File: config.mk
export PLATFORM = sky130hd
export DESIGN_NAME = pipeline_stall_ctrl
export DESIGN_NICKNAME = d
export VERILOG_FILES = /design/src/rtl/pipe_ctrl_pkg.sv /design/src/rtl/sat_counter.sv /design/src/rtl/pipeline_stall_ctrl.sv
export SDC_FILE = /design/constraint.sdc
export NUM_CORES = 1
export LEC_CHECK = 0
export ABC_AREA = 1
export CAP_MARGIN = 20
export CORE_ASPECT_RATIO = 0.7
export CORE_UTILIZATION = 55
export DETAILED_ROUTE_END_ITERATION = 10
export GPL_TIMING_DRIVEN = 1
export PLACE_DENSITY = 0.83
export SYNTH_ARGS = -nofsm -noshare
export SYNTH_HDL_FRONTEND = slang
export SYNTH_HIERARCHICAL = 1
export SYNTH_SLANG_ARGS = --single-unit
File: constraint.sdc
create_clock -name clk_i -period 3 [get_ports clk_i]
set_input_delay 0.6 -clock clk_i [delete_from_list [all_inputs] [get_ports clk_i]]
set_output_delay 0.6 -clock clk_i [all_outputs]
set_load 0.03 [all_outputs]
File: src/rtl/pipe_ctrl_pkg.sv
// Shared types and widths for the pipeline stall/flush sequencer.
package pipe_ctrl_pkg;

  typedef enum logic [1:0] {
    ST_RUN    = 2'd0,
    ST_DRAIN  = 2'd1,
    ST_HALTED = 2'd2,
    ST_ERROR  = 2'd3
  } state_e;

  localparam int unsigned WDOG_W        = 10;
  // Largest supported DRAIN_CYC; the drain count runs 0..DRAIN_CYC-1.
  localparam int unsigned DRAIN_CYC_MAX = 256;
  localparam int unsigned DRAIN_W       = $clog2(DRAIN_CYC_MAX);

endpackage

File: src/rtl/sat_counter.sv
// Saturating event counter with synchronous clear.
module sat_counter #(
  parameter int unsigned W = 32
) (
  input  logic         clk_i,
  input  logic         clr_i,
  input  logic         inc_i,
  output logic [W-1:0] cnt_o
);

  always_ff @(posedge clk_i) begin
    if (clr_i) begin
      cnt_o <= '0;
    end else if (inc_i && (cnt_o != '1)) begin
      cnt_o <= cnt_o + W'(1);
    end
  end

endmodule

File: src/rtl/pipeline_stall_ctrl.sv
// Stall/flush sequencer: merges load-use, memory-busy and branch-flush events into
// per-stage enables, with debug drain/halt, a memory-stall watchdog and perf counters.
module pipeline_stall_ctrl
  import pipe_ctrl_pkg::*;
#(
  parameter int unsigned TIMEOUT   = 64,
  parameter int unsigned DRAIN_CYC = 4,
  parameter int unsigned CNT_W     = 32
) (
  input  logic             clk_i,
  input  logic             rst_i,
  input  logic             lu_hazard_i,
  input  logic             mem_busy_i,
  input  logic             branch_flush_i,
  input  logic             halt_req_i,
  input  logic             resume_i,
  output logic             pc_write_o,
  output logic             ifid_write_o,
  output logic             ifid_flush_o,
  output logic             idex_noop_o,
  output logic             pipe_write_o,
  output logic             halted_o,
  output logic             err_o,
  output logic [CNT_W-1:0] lu_cnt_o,
  output logic [CNT_W-1:0] mem_cnt_o,
  output logic [CNT_W-1:0] flush_cnt_o
);

  state_e              state_q, state_d;
  logic [WDOG_W-1:0]   wd_q, wd_d;
  logic [DRAIN_W-1:0]  dcnt_q, dcnt_d;
  logic                lu_inc, mem_inc, flush_inc;

  always_ff @(posedge clk_i) begin
    if (rst_i) begin
      state_q <= ST_RUN;
      wd_q    <= '0;
      dcnt_q  <= '0;
    end else begin
      state_q <= state_d;
      wd_q    <= wd_d;
      dcnt_q  <= dcnt_d;
    end
  end

  // Priority: reset > ERROR > memory freeze > per-state action.
  always_comb begin
    state_d      = state_q;
    wd_d         = wd_q;
    dcnt_d       = dcnt_q;
    pc_write_o   = 1'b0;
    ifid_write_o = 1'b0;
    ifid_flush_o = 1'b0;
    idex_noop_o  = 1'b1;
    pipe_write_o = 1'b0;
    lu_inc       = 1'b0;
    mem_inc      = 1'b0;
    flush_inc    = 1'b0;

    if (rst_i || (state_q == ST_ERROR)) begin
      // hold: bubble, no writes
    end else if (mem_busy_i) begin
      idex_noop_o = 1'b0;
      mem_inc     = 1'b1;
      wd_d        = wd_q + WDOG_W'(1);
      if (wd_q == WDOG_W'(TIMEOUT - 1)) begin
        state_d = ST_ERROR;
      end
    end else begin
      wd_d = '0;
      case (state_q)
        ST_RUN: begin
          pipe_write_o = 1'b1;
          if (lu_hazard_i) begin
            lu_inc = 1'b1;
          end else begin
            pc_write_o   = 1'b1;
            ifid_write_o = 1'b1;
            idex_noop_o  = 1'b0;
            if (branch_flush_i) begin
              ifid_flush_o = 1'b1;
              flush_inc    = 1'b1;
            end
          end
          if (halt_req_i) begin
            state_d = ST_DRAIN;
            dcnt_d  = '0;
          end
        end
        ST_DRAIN: begin
          pipe_write_o = 1'b1;
          if (dcnt_q == DRAIN_W'(DRAIN_CYC - 1)) begin
            state_d = ST_HALTED;
          end else begin
            dcnt_d = dcnt_q + DRAIN_W'(1);
          end
        end
        ST_HALTED: begin
          pipe_write_o = 1'b1;
          if (resume_i) begin
            state_d = ST_RUN;
          end
        end
        default: begin
        end
      endcase
    end
  end

  assign halted_o = !rst_i && (state_q == ST_HALTED);
  assign err_o    = !rst_i && (state_q == ST_ERROR);

  sat_counter #(.W(CNT_W)) u_lu_cnt (
    .clk_i (clk_i),
    .clr_i (rst_i),
    .inc_i (lu_inc),
    .cnt_o (lu_cnt_o)
  );

  sat_counter #(.W(CNT_W)) u_mem_cnt (
    .clk_i (clk_i),
    .clr_i (rst_i),
    .inc_i (mem_inc),
    .cnt_o (mem_cnt_o)
  );

  sat_counter #(.W(CNT_W)) u_flush_cnt (
    .clk_i (clk_i),
    .clr_i (rst_i),
    .inc_i (flush_inc),
    .cnt_o (flush_cnt_o)
  );

endmodule

==> run summary <==
* **proportion of total power due to net switching** 25.9%
* **Max Fanout on Critical Path** 9
* **Die Wd** 141 um
* **largest net degree at the start of global routing** 42
* **starting utilization of the core area** 56.5%
* **mux contribution to synthesized area** 0%
* **Sinks on Clock Net** 116
* **fraction of final layout cells with drive strength greater than 1** 11.4%
* **initial drt markers** 743
* **Area Overhead vs Synth** 22.5%
* **sort of element at the start of the critical path** input pin
* **combinational family with the most area after synthesis** simple AND/OR/NAND/NOR gates
* **final net count** 1,301
* **number of global-route vias before repair** 6,848
* **post-route fraction of the period consumed by the critical path** 92.9%
* **setup repair after global routing missed its margin** no
* **number of endpoints with negative hold slack in the final report** 0
* **unique cell type count in the Yosys netlist** 40
* **most common flop cell mapped by yosys** sky130_fd_sc_hd__dfxtp_1
* **post-synthesis share of cell area spent on and, or, nand and nor gates** 50.4%
* **number of gates resized after CTS** 0
* **cell taking the most area after synthesis** sky130_fd_sc_hd__dfxtp_1
* **complex-gate fraction of the synthesized area** 6.98%
* **Worst-path clk slew** 0.06 ns
* **Min Hold Slack** 0.491 ns
* **Flop pwr share** 43.3%
* **post-synthesis async set-or-reset flop share** 0%
* **slew margin rel.** 59.9%
* **measured slew at the worst slew-check pin** 0.599 ns
* **sw power** 0.931 mW
* **placed standard-cell area** 8550 um2
* **register area share after synthesis** 31.3%
* **run status** finished, final reports clean
* **number of buffers inserted by port buffering** 109
* **post-layout util** 69.2%
* **Critical Path End Type** primary output
* **final setup vio count** 0
* **Max Buffers Root-to-Sink** 2
* **worst skew pair latency** 0.42 ns
* **clock root buffer master** sky130_fd_sc_hd__clkbuf_16
* **maximum clock skew at final layout** 0.0110 ns
* **first-pass iteration count of the detailed router** 6
* **clock period minus final worst setup slack** 2.79 ns
* **std cell rows** 35
* **Final ANT Viol Nets** 0
* **routed vias/inst** 5.54
* **cts-stage hold buffer count** 0
* **internal power contribution** 2.66 mW
* **Global Route Usage Sum** 29.6%
* **timing-limited maximum frequency** 0.359 GHz
* **Pins Over Slew Limit** 0
* **Synth area leaders** sky130_fd_sc_hd__dfxtp_1, sky130_fd_sc_hd__nand2_1, sky130_fd_sc_hd__nor2_1
* **antenna diode instance count** 0
* **post-detailed-route DRC marker count** 0
* **clock tree from TritonCTS** built
* **startpoint-to-endpoint class of the critical path** in2out
* **endpoint arrival time on the critical path** 2.19 ns
* **Worst VDD drop** 0.427 mV
* **static leakage** 3.73 nW
* **fraction of synthesized cell area taken by the top area cell type** 31.3%
* **CTS buffer count** 17
* **per-cell routed wire length** 14.0 um
* **clock network fraction of total power** 51.7%
* **Synth Area in XOR/XNOR** 0.354%
* **global-route wire length before repair** 33,500 um
* **max capacitance violation total** 0
* **mean cell area of the mapped netlist** 6.31 um2
* **Core Footprint** 13,100 um2
* **Synth Net Count** 1,192
* **pwr dens** 395 nW/um2
* **vertical extent of the die** 99.2 um
* **Final Cell Area** 9090 um2
* **Synth Area in Adders** 1.52%
* **fill cell total of the finished layout** 1,128
* **floorplan die area** 14,000 um2
* **synth warn** 6
* **required time of the critical path** 2.40 ns
* **Post-CTS Setup Bufs** 0
* **count of flip-flops with a built-in enable after synthesis** 0
* **cell count after synthesis** 1,176
* **vias post-DR** 8,112
* **number of H-tree levels** 4
* **antenna violations before repair** 0
* **placer congestion estimate** 0.961
* **count of pins on the block boundary** 110
* **Sum Neg Setup Slack** 0 ns
* **total wire length** 20,400 um
* **HPWL after detailed placement** 14,400 um
* **remaining global-route overflow** 0
* **Hold WC Path Type** reg2reg
* **cell area after synthesis** 7420 um2
* **flops & latches, synth** 116
* **Gate power share** 5.0%
==> final cells by class <==
class | count | area, um2 | area share, %
clock buffers | 17 | 425 | 4.68
clock inverters | 15 | 111 | 1.23
flip-flops and latches | 116 | 2320 | 25.6
repair buffers | 117 | 1130 | 12.5
multi-input cells | 904 | 4400 | 48.4
well taps | 166 | 208 | 2.29
inverters | 129 | 485 | 5.34
==> registers in the layout, indices dropped and copies added, names as in the netlist <==
name / flops
wd_q: 10
state_q: 2
u_mem_cnt/cnt_o: 32
dcnt_q: 8
u_flush_cnt/cnt_o: 32
u_lu_cnt/cnt_o: 32
==> worst max-delay path, stage by stage <==
cell and delay [ns]:
sky130_fd_sc_hd__clkdlybuf4s50_1 0.50, sky130_fd_sc_hd__inv_1 0.19, sky130_fd_sc_hd__nand2_4 0.10, sky130_fd_sc_hd__nor3b_2 0.35, sky130_fd_sc_hd__buf_4 0.25, sky130_fd_sc_hd__buf_4 0.18
==> layer usage <==
metal  wire, um  GRT usage (%)
met2       8610           43.1
met1       9740           44.6
met5          0              0
met4        276           7.94
met3       1800           5.44
==> metrics by stage <==
stage	power [mW]	std cells	worst slack (ns)
CTS	3.61	1464	0.248
floorplan	1.71	1176	0.0314
detailed placement	1.76	1432	0.183
global route	3.69	1464	0.129
finish	3.59	1464	0.212
global placement	1.76	1432	0.266
==> logic make-up after synthesis <==
logic type	Yosys count
xor+xnor	3
compound gates	92
simple gates	800
buf+inv	156
fa+ha+maj	9
flops	116
==> worst paths after layout <==
check	slack (ns)	cells after the start	startpoint	endpoint
max	0.21	6	mem_busy_i	ifid_flush_o
min	0.49	2	dcnt_q[1]	dcnt_q[1]
max reg2reg	0.65	15	state_q[0]	u_flush_cnt/cnt_o[25]
min reg2reg	0.49	2	dcnt_q[1]	dcnt_q[1]
==> power groups by stage <==
stage          clock network (mW)  logic, mW  registers [mW]
2_1_floorplan                   0      0.116            1.59
3_3_place_gp                    0      0.170            1.59
3_5_place_dp                    0      0.173            1.59
4_1_cts                      1.88      0.176            1.56
5_1_grt                      1.94      0.197            1.56
6_report                     1.86      0.178            1.56
==> layout by cell type (no fill, tap or decap), drive strengths merged, types with 2 or more instances in the layout <==
cell type      netlist  routed
clkbuf               1      17
and2                 2       2
clkinvlp             0       4
buf                 26      15
a21oi               70      70
clkinv               4      13
xnor2                2       2
nand4               44      44
inv                125     127
nor3                14      14
nor2               282     282
nand3b               4       4
o21ai                6       6
a31oi               13      13
ha                   9       9
clkdlybuf4s50        0     102
nand3              115     115
dfxtp              116     116
nand2              337     337
==> cell usage after synthesis (5+ instances only) <==
library cell	count
sky130_fd_sc_hd__a21oi_1	62
sky130_fd_sc_hd__a21oi_2	8
sky130_fd_sc_hd__a31oi_1	13
sky130_fd_sc_hd__buf_2	8
sky130_fd_sc_hd__buf_6	13
sky130_fd_sc_hd__dfxtp_1	116
sky130_fd_sc_hd__ha_1	9
sky130_fd_sc_hd__inv_1	117
sky130_fd_sc_hd__inv_2	8
sky130_fd_sc_hd__nand2_1	310
sky130_fd_sc_hd__nand2_2	18
sky130_fd_sc_hd__nand2_4	9
sky130_fd_sc_hd__nand3_1	97
sky130_fd_sc_hd__nand3_2	17
sky130_fd_sc_hd__nand4_1	40
sky130_fd_sc_hd__nor2_1	252
sky130_fd_sc_hd__nor2_2	14
sky130_fd_sc_hd__nor2_4	13
sky130_fd_sc_hd__nor3_1	11
sky130_fd_sc_hd__o21ai_0	5
No activity file was read; power rests on OpenSTA's default activity.
